[config.mk]
export PLATFORM = sky130hd
export DESIGN_NAME = life_grid_engine_flat
export DESIGN_NICKNAME = d
export VERILOG_FILES = /design/src/rtl/life_grid_engine_if.sv /design/src/rtl/life_grid_engine.sv /design/src/flat_wrapper.sv
export SDC_FILE = /design/constraint.sdc
export NUM_CORES = 1
export LEC_CHECK = 0
export ABC_CLOCK_PERIOD_IN_PS = 10000
export BUFFER_PORTS_ARGS = -buffer_cell sky130_fd_sc_hd__buf_2
export CAP_MARGIN = 20
export CORE_UTILIZATION = 29
export CTS_BUF_LIST = sky130_fd_sc_hd__clkbuf_8
export DETAILED_ROUTE_END_ITERATION = 10
export GPL_TIMING_DRIVEN = 0
export SYNTH_ARGS = -nofsm -noshare
export SYNTH_HDL_FRONTEND = slang
export SYNTH_SLANG_ARGS = --single-unit
[constraint.sdc]
create_clock -name clk -period 10 [get_ports clk]
set_input_delay 1 -clock clk [delete_from_list [all_inputs] [get_ports clk]]
set_output_delay 1 -clock clk [all_outputs]
set_load 0.01 [all_outputs]
[src/rtl/life_grid_engine_if.sv]
// Control and status bundle for life_grid_engine: run/step/load controls in,
// grid state and generation status out.
interface life_grid_engine_if #(
    parameter int ROWS  = 5,
    parameter int COLS  = 5,
    parameter int GEN_W = 16
);
    localparam int N = ROWS * COLS;

    logic             run;
    logic             step_req;
    logic             load;
    logic [N-1:0]     init_cells;
    logic [N-1:0]     cells;
    logic [GEN_W-1:0] generation;
    logic             step_done;
    logic             stable;
    logic             extinct;
    logic [1:0]       mode;

    // Controller side: owns the pattern source and run controls.
    modport master (
        output run, step_req, load, init_cells,
        input  cells, generation, step_done, stable, extinct, mode
    );

    // Engine side.
    modport slave (
        input  run, step_req, load, init_cells,
        output cells, generation, step_done, stable, extinct, mode
    );
endinterface

[src/rtl/life_grid_engine.sv]
// Parametrised Game-of-Life core (B3/S23) with step divider, run/pause/step/load
// control and auto-halt. Define LIFE_TOROIDAL_EN for wrapping edges; default is a dead border.
module life_grid_engine #(
    parameter int ROWS      = 5,
    parameter int COLS      = 5,
    parameter int TICK_DIV  = 8388608,
    parameter int GEN_W     = 16,
    parameter int AUTO_HALT = 1
) (
    input  logic             clk,
    input  logic             rst,
    life_grid_engine_if.slave bus
);
    localparam int N      = ROWS * COLS;
    localparam int TICK_W = (TICK_DIV > 1) ? $clog2(TICK_DIV) : 1;
    localparam logic [TICK_W-1:0] TICK_MAX = TICK_W'(TICK_DIV - 1);

    typedef enum logic [1:0] {
        PAUSED  = 2'd0,
        RUNNING = 2'd1,
        HALTED  = 2'd2
    } mode_e;

    generate
        if (ROWS < 3 || COLS < 3 || TICK_DIV < 1) begin : g_param_err
            $error("life_grid_engine: ROWS and COLS must be >= 3 and TICK_DIV >= 1");
        end
    endgenerate

    mode_e              state_q, state_d;
    logic [N-1:0]       cells_q;
    logic [N-1:0]       next_cells;
    logic [GEN_W-1:0]   gen_q;
    logic [TICK_W-1:0]  tick_q;
    logic               step_q;
    logic               step_done_q;
    logic               stable_q;
    logic               step_edge;
    logic               tick_hit;
    logic               step_commit;
    logic               next_quiet;

    // Next-generation logic: one neighbour counter per cell, fed only from cells_q.
    generate
        for (genvar r = 0; r < ROWS; r++) begin : g_row
            for (genvar c = 0; c < COLS; c++) begin : g_col
                logic [8:0] nb;
                logic [3:0] cnt;

                for (genvar dr = 0; dr < 3; dr++) begin : g_dr
                    for (genvar dc = 0; dc < 3; dc++) begin : g_dc
                        localparam int NR = r + dr - 1;
                        localparam int NC = c + dc - 1;
                        if (dr == 1 && dc == 1) begin : g_self
                            assign nb[3*dr+dc] = 1'b0;
                        end else begin : g_nb
`ifdef LIFE_TOROIDAL_EN
                            localparam int WR = (NR + ROWS) % ROWS;
                            localparam int WC = (NC + COLS) % COLS;
                            assign nb[3*dr+dc] = cells_q[COLS*WR + WC];
`else
                            if (NR >= 0 && NR < ROWS && NC >= 0 && NC < COLS) begin : g_in
                                assign nb[3*dr+dc] = cells_q[COLS*NR + NC];
                            end else begin : g_border
                                assign nb[3*dr+dc] = 1'b0;
                            end
`endif
                        end
                    end
                end

                // NOTE: combinational blocks assign a default before any conditional update so no latch is inferred.
                always_comb begin
                    cnt = '0;
                    for (int k = 0; k < 9; k++) begin
                        cnt = cnt + {3'b000, nb[k]};
                    end
                end

                assign next_cells[COLS*r + c] = (cnt == 4'd3) | (cells_q[COLS*r + c] & (cnt == 4'd2));
            end
        end
    endgenerate

    assign step_edge  = bus.step_req & ~step_q;
    assign tick_hit   = (tick_q == TICK_MAX);
    assign next_quiet = (next_cells == cells_q) || (next_cells == '0);

    // NOTE: clocked state uses non-blocking assignments so every register samples pre-edge values.
    always_ff @(posedge clk) begin
        if (rst) begin
            state_q <= PAUSED;
        end else begin
            state_q <= state_d;
        end
    end

    always_comb begin
        state_d = state_q;
        if (bus.load) begin
            state_d = PAUSED;
        end else begin
            case (state_q)
                PAUSED: begin
                    if (bus.run) state_d = RUNNING;
                end
                RUNNING: begin
                    if (!bus.run) begin
                        state_d = PAUSED;
                    end else if (tick_hit && (AUTO_HALT != 0) && next_quiet) begin
                        state_d = HALTED;
                    end
                end
                HALTED: begin
                    if (!bus.run) state_d = PAUSED;
                end
                default: state_d = PAUSED;
            endcase
        end
    end

    // A step is either a single-step edge while paused or a divider hit while running; load discards it.
    always_comb begin
        step_commit = 1'b0;
        if (!bus.load) begin
            case (state_q)
                PAUSED:  step_commit = step_edge;
                RUNNING: step_commit = bus.run && tick_hit;
                default: step_commit = 1'b0;
            endcase
        end
    end

    // NOTE: the cell array is a flat register file that must come out of reset empty, so it is reset like any other state.
    always_ff @(posedge clk) begin
        if (rst) begin
            cells_q     <= '0;
            gen_q       <= '0;
            stable_q    <= 1'b0;
            tick_q      <= '0;
            step_q      <= 1'b0;
            step_done_q <= 1'b0;
        end else begin
            step_q      <= bus.step_req;
            step_done_q <= step_commit;

            if (bus.load) begin
                cells_q  <= bus.init_cells;
                gen_q    <= '0;
                stable_q <= 1'b0;
                tick_q   <= '0;
            end else begin
                if (step_commit) begin
                    cells_q  <= next_cells;
                    gen_q    <= (gen_q == '1) ? gen_q : gen_q + GEN_W'(1);
                    stable_q <= (next_cells == cells_q);
                end
                // Counter only advances while staying in RUNNING, so it is 0 on every entry.
                if (state_q == RUNNING && state_d == RUNNING) begin
                    tick_q <= tick_hit ? '0 : tick_q + TICK_W'(1);
                end else begin
                    tick_q <= '0;
                end
            end
        end
    end

    assign bus.cells      = cells_q;
    assign bus.generation = gen_q;
    assign bus.step_done  = step_done_q;
    assign bus.stable     = stable_q;
    assign bus.extinct    = (cells_q == '0);
    assign bus.mode       = state_q;

endmodule

[src/flat_wrapper.sv]
// flat-port wrapper written by rule: the top's interface ports become plain ports
module life_grid_engine_flat 
#(
    parameter int ROWS      = 5,
    parameter int COLS      = 5,
    parameter int TICK_DIV  = 8388608,
    parameter int GEN_W     = 16,
    parameter int AUTO_HALT = 1
)
  (clk, rst, bus_run, bus_step_req, bus_load, bus_init_cells, bus_cells, bus_generation, bus_step_done, bus_stable, bus_extinct, bus_mode);
  life_grid_engine_if #(.ROWS(ROWS), .COLS(COLS), .GEN_W(GEN_W)) bus_i ();
  input  logic clk;
  input  logic rst;
  input wire logic [$bits(bus_i.run)-1:0] bus_run;
  input wire logic [$bits(bus_i.step_req)-1:0] bus_step_req;
  input wire logic [$bits(bus_i.load)-1:0] bus_load;
  input wire logic [$bits(bus_i.init_cells)-1:0] bus_init_cells;
  output wire logic [$bits(bus_i.cells)-1:0] bus_cells;
  output wire logic [$bits(bus_i.generation)-1:0] bus_generation;
  output wire logic [$bits(bus_i.step_done)-1:0] bus_step_done;
  output wire logic [$bits(bus_i.stable)-1:0] bus_stable;
  output wire logic [$bits(bus_i.extinct)-1:0] bus_extinct;
  output wire logic [$bits(bus_i.mode)-1:0] bus_mode;
  assign bus_i.run = bus_run;
  assign bus_i.step_req = bus_step_req;
  assign bus_i.load = bus_load;
  assign bus_i.init_cells = bus_init_cells;
  assign bus_cells = bus_i.cells;
  assign bus_generation = bus_i.generation;
  assign bus_step_done = bus_i.step_done;
  assign bus_stable = bus_i.stable;
  assign bus_extinct = bus_i.extinct;
  assign bus_mode = bus_i.mode;
  life_grid_engine #(.ROWS(ROWS), .COLS(COLS), .TICK_DIV(TICK_DIV), .GEN_W(GEN_W), .AUTO_HALT(AUTO_HALT)) u_core (.clk(clk), .rst(rst), .bus(bus_i));
endmodule
# Word level (Yosys, flattened, before mapping)
# Index checks and enable logic that the tools add are counted.
# totals
reg_bits	69
latchBits	0
ramBits	0
romBits	0
inputBits	30
out_inout_bits	46
word_cells	255
mem_count	0
# classes
add_sub_neg	117
mul	0
div_mod_pow	0
n_lt_le_gt_ge	0
eq_ne	56
n_shift	0
mux	10
bitwise_logic	54
reduce_logical	11
# ops
operator	count
adder 4 x 1 -> 4 bit	94
== test 4 x 2 -> 1 bit, second input constant	50
logical NOT 25 bit	2
2-to-1 mux 25 bit	2
adder 1 x 1 -> 2 bit	21
bitwise AND 1 bit	26
== test 25 bit	1
OR 1 bit	25
adder 23 x 1 -> 23 bit, second input constant	1
== test 23 bit, second input constant	1
adder 16 x 1 -> 16 bit, second input constant	1
== test 16 bit, second input constant	1
2-to-1 mux 2 bit	5
one-hot mux 2 bit (3 select lines)	1
== test 2 x 1 -> 1 bit, second input constant	2
OR reduction 4 bit	1
logical AND 1 bit	3
inverter 1 bit	3
== test 2 bit, second input constant	1
logical NOT 2 bit	1
one-hot mux 1 bit (2 select lines)	1
AND reduction 2 bit	1
nonzero test 2 bit	1
OR reduction 2 bit	1
2 further kinds	2

# Logic depth before layout (Yosys ltp)
# depth
ltp_word	21
mapped_depth	16
depth_no_buf	16

# Least setup slack after synthesis
# No wires, ideal clock.
# synth_path
kind	reg-to-reg
start	register u_core.cells_q[6] (netlist: u_core.bus.cells[6])
end	register u_core.state_q[0] (netlist: u_core.bus.mode[0])
setup_ps	126
arrival_ps	4277
t_required_ps	9874
slack_ps	5597
path_stages_with_launch	16
path_buffers	0
synth_period_minus_slack_ps	4403
path_cell_list	dfxtp_1 > inv_1 > ha_1 > inv_1 > fa_1 > fa_1 > inv_1 > fa_1 > inv_1 > fa_1 > nor4b_1 > a21oi_1 > a21oi_1 > o2111ai_1 > or4_4 > o2bb2ai_1
# synth_via
elab_chain_len	17
elab_cells_between_ends	73
classes_between	add/sub (31); eq/ne (17); mux (4); bitwise (18); reduce/logical (3)
# synth_lines
element	line	source
from (decl)	life_grid_engine.sv:31	logic [N-1:0] cells_q;
from (signal assigned)	life_grid_engine.sv:148	cells_q <= bus.init_cells;
from (signal assigned)	life_grid_engine.sv:154	cells_q <= next_cells;
adder 1 x 1 -> 2 bit	life_grid_engine.sv:76	cnt = cnt + {3'b000, nb[k]};
adder 4 x 1 -> 4 bit (6 in a row)	life_grid_engine.sv:76	
== test 4 x 2 -> 1 bit	life_grid_engine.sv:80	assign next_cells[COLS*r + c] = (cnt == 4'd3) | (cells_q[COLS*r + c] & (cnt == 4'd2));
bitwise AND 1 bit	life_grid_engine.sv:80	
OR 1 bit	life_grid_engine.sv:80	
== test 25 bit / logical NOT 25 bit (equally long branches)	life_grid_engine.sv:87	assign next_quiet = (next_cells == cells_q) || (next_cells == '0);
logical OR 1 bit (*)	life_grid_engine.sv:87	
logical AND 1 bit (*)	life_grid_engine.sv:110	end else if (tick_hit && (AUTO_HALT != 0) && next_quiet) begin
2-to-1 mux 2 bit (*)	life_grid_engine.sv:110	
2-to-1 mux 2 bit (*)	life_grid_engine.sv:108	if (!bus.run) begin
one-hot mux 2 bit (3 select lines) (*)	life_grid_engine.sv:103	case (state_q)
2-to-1 mux 2 bit (*)	life_grid_engine.sv:100	if (bus.load) begin
to (signal assigned)	life_grid_engine.sv:94	state_q <= state_d;
to (decl)	life_grid_engine.sv:30	mode_e state_q, state_d;
# Mark *: on every way between the ends. The rest lies on a longest branch, timed or not.
# A chain may end at the register's enable or synchronous reset.

# Worst setup path after layout
# Ends and elaborated chain as after synthesis.

==> results.tsv <==
stage	metric	value	unit
status	outcome	complete, no violations	
layout	Register Area	1380	sq um
placement	Placed Instances	1134	
synthesis	Mapped Area	6680	sq um
setup_path	reg2reg setup slack	4.90	ns
route	Routed Antenna Nets	0	
route	First DRT Iteration DRCs	411	
pwr	Peak VDD IR	0.0000747	V
timing	Min Clock Period, post-route	5.10	ns
clock_network	Root Buffer	clkbuf_8	
synthesis	post-synthesis sequential area ratio	20.7	%
layout	Final nets	1023	
setup_path	worst-path fanout max	13	
timing	worst-margin pin slew	0.949	ns
grt	GRT overflow	0	
timing	slew margin rel.	35.1	%
timing	Final setup viols	0	
synthesis	main flop type after synthesis	dfxtp_1	
grt	GRT Util Overall	17.0	%
synthesis	flops & latches, synth	69	
route	overall routed net length	19.3	mm
grt	vias in the first global route	5677	
synthesis	Area contributors post-synth	dfxtp_1 (21%), fa_1 (19%), ha_1 (13%)	
layout	Layout area overhead	14.3	%
synthesis	Unique masters post-synth	68	
layout	Multi-input gate area	4760	sq um
pwr	net load switching power	509	uW
clock_network	setup bufs post-CTS	0	
pwr	Clk network pwr share	23.5	%
pwr	leakage	3.45	nW
timing	Max Slew Vio Count	0	
clock_network	Clock Path Buffers	2	
synthesis	Post-synth ARST share	0	%
clock_network	Clock Sinks	69	
setup_path	startpoint types	register	
clock_network	Clk Latency, worst-skew pair	0.38	ns
timing	Fin. Hold Viols	0	
synthesis	number of enable flip-flop cells after synthesis	0	
timing	Fin Setup TNS	0	ns
floorplan	Initial Utilization	29.6	%
pwr	Sw Share	43.4	%
clock_network	cts hold-fix bufs	0	
layout	final instance area	7630	sq um
route	DRT Pass-1 Iters	5	
grt	initial antenna violation count	0	
clock_network	CTS tree	yes	
grt	largest net degree at the start of global routing	15	
clock_network	Clk pin slew, worst setup/hold paths	0.09	ns
layout	most common cell after layout, fill and taps aside	inv_1	
layout	antenna cells	0	
pwr	Sequential Power Share	27.2	%
clock_network	Post-CTS Resized	0	
placement	Area after DPL	7400	sq um
synthesis	Synth Area per Inst	8.61	sq um
route	DR DRC count	0	
synthesis	synthesized instance count	775	
clock_network	CTS Buf Count	9	
setup_path	Req. time, crit path	10.27	ns
timing	fin crit share	51.0	%
grt	first-pass GRT wire length	30.8	mm
floorplan	Die Area	23600	sq um
layout	fraction of layout cells with a size suffix above 1	12.8	%
layout	most frequent cells in the layout	inv_1 (122), nor2_1 (100), buf_2 (75)	
job	max_cap viols	0	
setup_path	CP Class	reg -> reg	
setup_path	Data arrival, critical path	5.37	ns
layout	FILL cells	2389	
pwr	combinational share of power	49.3	%
placement	Setup WS pre-CTS	4.94	ns
pwr	cell-internal power	662	uW
layout	post-layout util	33.8	%
floorplan	I/O pins	76	
placement	HPWL Detailed	15.3	mm
hold_path	Hold Path Class	reg -> reg	
placement	port bufs	73	
synthesis	top cell type by total area after synthesis	dfxtp_1	
timing	fin worst setup slack	4.90	ns
setup_path	Critical Path End Type	register	
clock_network	H-tree depth	3	
placement	final RePlAce weighted congestion	0.864	
synthesis	YS warnings	0	
floorplan	row count	55	
timing	RSZ-0062 raised after global routing	no	
route	Avg Vias per Cell	5.04	
floorplan	Horiz. Die Dim	154	microns
synthesis	area share of the leading cell type in the synthesized netlist	20.7	%
route	DR WL/cell	16.8	microns
floorplan	die boundary height	154	microns
floorplan	Core Area	22600	sq um
timing	f_max	0.196	GHz
timing	Worst Hold Slack	0.483	ns
pwr	pwr/cell area	154	nW/um^2
pwr	Pwr Total	1.17	mW
synthesis	Synth Net Count	938	
timing	Clock Skews	0.0137	ns
layout	final non-filler cell total	1150	
route	vias after detailed routing	5801	
critical path, stage by stage, from the launching register on:
cell and delay (ns):
dfxtp_1 0.75, inv_1 0.29, ha_1 0.37, inv_1 0.09, fa_1 0.44, fa_1 0.50, inv_1 0.05, fa_1 0.37
inv_1 0.08, fa_1 0.42, nor4b_1 0.30, a21oi_1 0.15, a21oi_1 0.18, o2111ai_1 0.20, or4_4 0.64, o2bb2ai_1 0.15
cells in the mapped netlist (3+ instances only):
library cell,n
xor2_1,18
inv_1,122
and4_1,3
nor4b_1,4
nor3_1,23
and3_1,7
or4_1,3
a21o_1,4
o22ai_1,5
nand3_1,22
clkbuf_1,12
nand3b_1,3
a311oi_1,10
fa_1,64
o21ai_0,10
ha_1,69
nor2_1,100
nand2_1,56
a21oi_1,27
nand2b_1,20
a2111oi_0,3
nand4_1,14
xnor2_1,19
nor3b_1,6
nor4bb_1,8
dfxtp_1,69
a211oi_1,16
a221o_1,3
nor4_1,8
area by class of cell:
type | count | area share (%)
Multi-Input combinational cell | 568 | 62.4
Sequential cell | 69 | 18.1
Inverter | 122 | 6.00
Timing Repair Buffer | 74 | 4.84
Tap cell | 285 | 4.68
Clock buffer | 9 | 1.62
Clock inverter | 7 | 1.35
Buffer | 16 | 0.968
metal layers:
layer	track usage [%]	vias up	share of wire (%)
li1	-	2777	-
met1	21.8	2803	45
met2	27.8	185	46
met3	4.14	36	6.9
met4	5.67	0	2.5
met5	0	-	0
state kept, by name, indices dropped and copies added, names as in the netlist:
signal,cells
u_core.bus.cells,25
u_core.tick_q,23
u_core.bus.generation,16
u_core.bus.mode,2
u_core.bus.stable,1
u_core.bus.step_done,1
u_core.step_q,1
logic make-up (layout without fill, tap and decap cells):
group | after synthesis | count (layout) | synth area share (%)
adder cells (fa/ha/maj) | 133 | 133 | 32.1
buffers and inverters | 138 | 228 | 7.97
flip-flops | 69 | 69 | 20.7
multiplexers | 2 | 2 | 0.300
AND/OR/NAND/NOR | 297 | 297 | 23.3
AO/OA/AOI/OAI | 99 | 99 | 10.8
XOR/XNOR | 37 | 37 | 4.85
final timing paths:
| check | from | to | depth (start not counted) |
|---|---|---|---|
| max | u_core.bus.cells[6]$_SDFFE_PP0P_ | u_core.bus.mode[0]$_SDFF_PP0_ | 15 |
| min | u_core.tick_q[0]$_SDFF_PP0_ | u_core.tick_q[0]$_SDFF_PP0_ | 1 |
| max reg2reg | u_core.bus.cells[6]$_SDFFE_PP0P_ | u_core.bus.mode[0]$_SDFF_PP0_ | 15 |
| min reg2reg | u_core.tick_q[0]$_SDFF_PP0_ | u_core.tick_q[0]$_SDFF_PP0_ | 1 |
power by group through the flow:
stage	Combinational [mW]	Clock, mW	Sequential, mW
detailed placement	0.568	0	0.325
global placement	0.553	0	0.325
floorplan	0.412	0	0.316
finish	0.578	0.275	0.318
global route	0.651	0.291	0.321
CTS	0.572	0.280	0.318
Note: power is estimated with default switching activity, not from simulation.
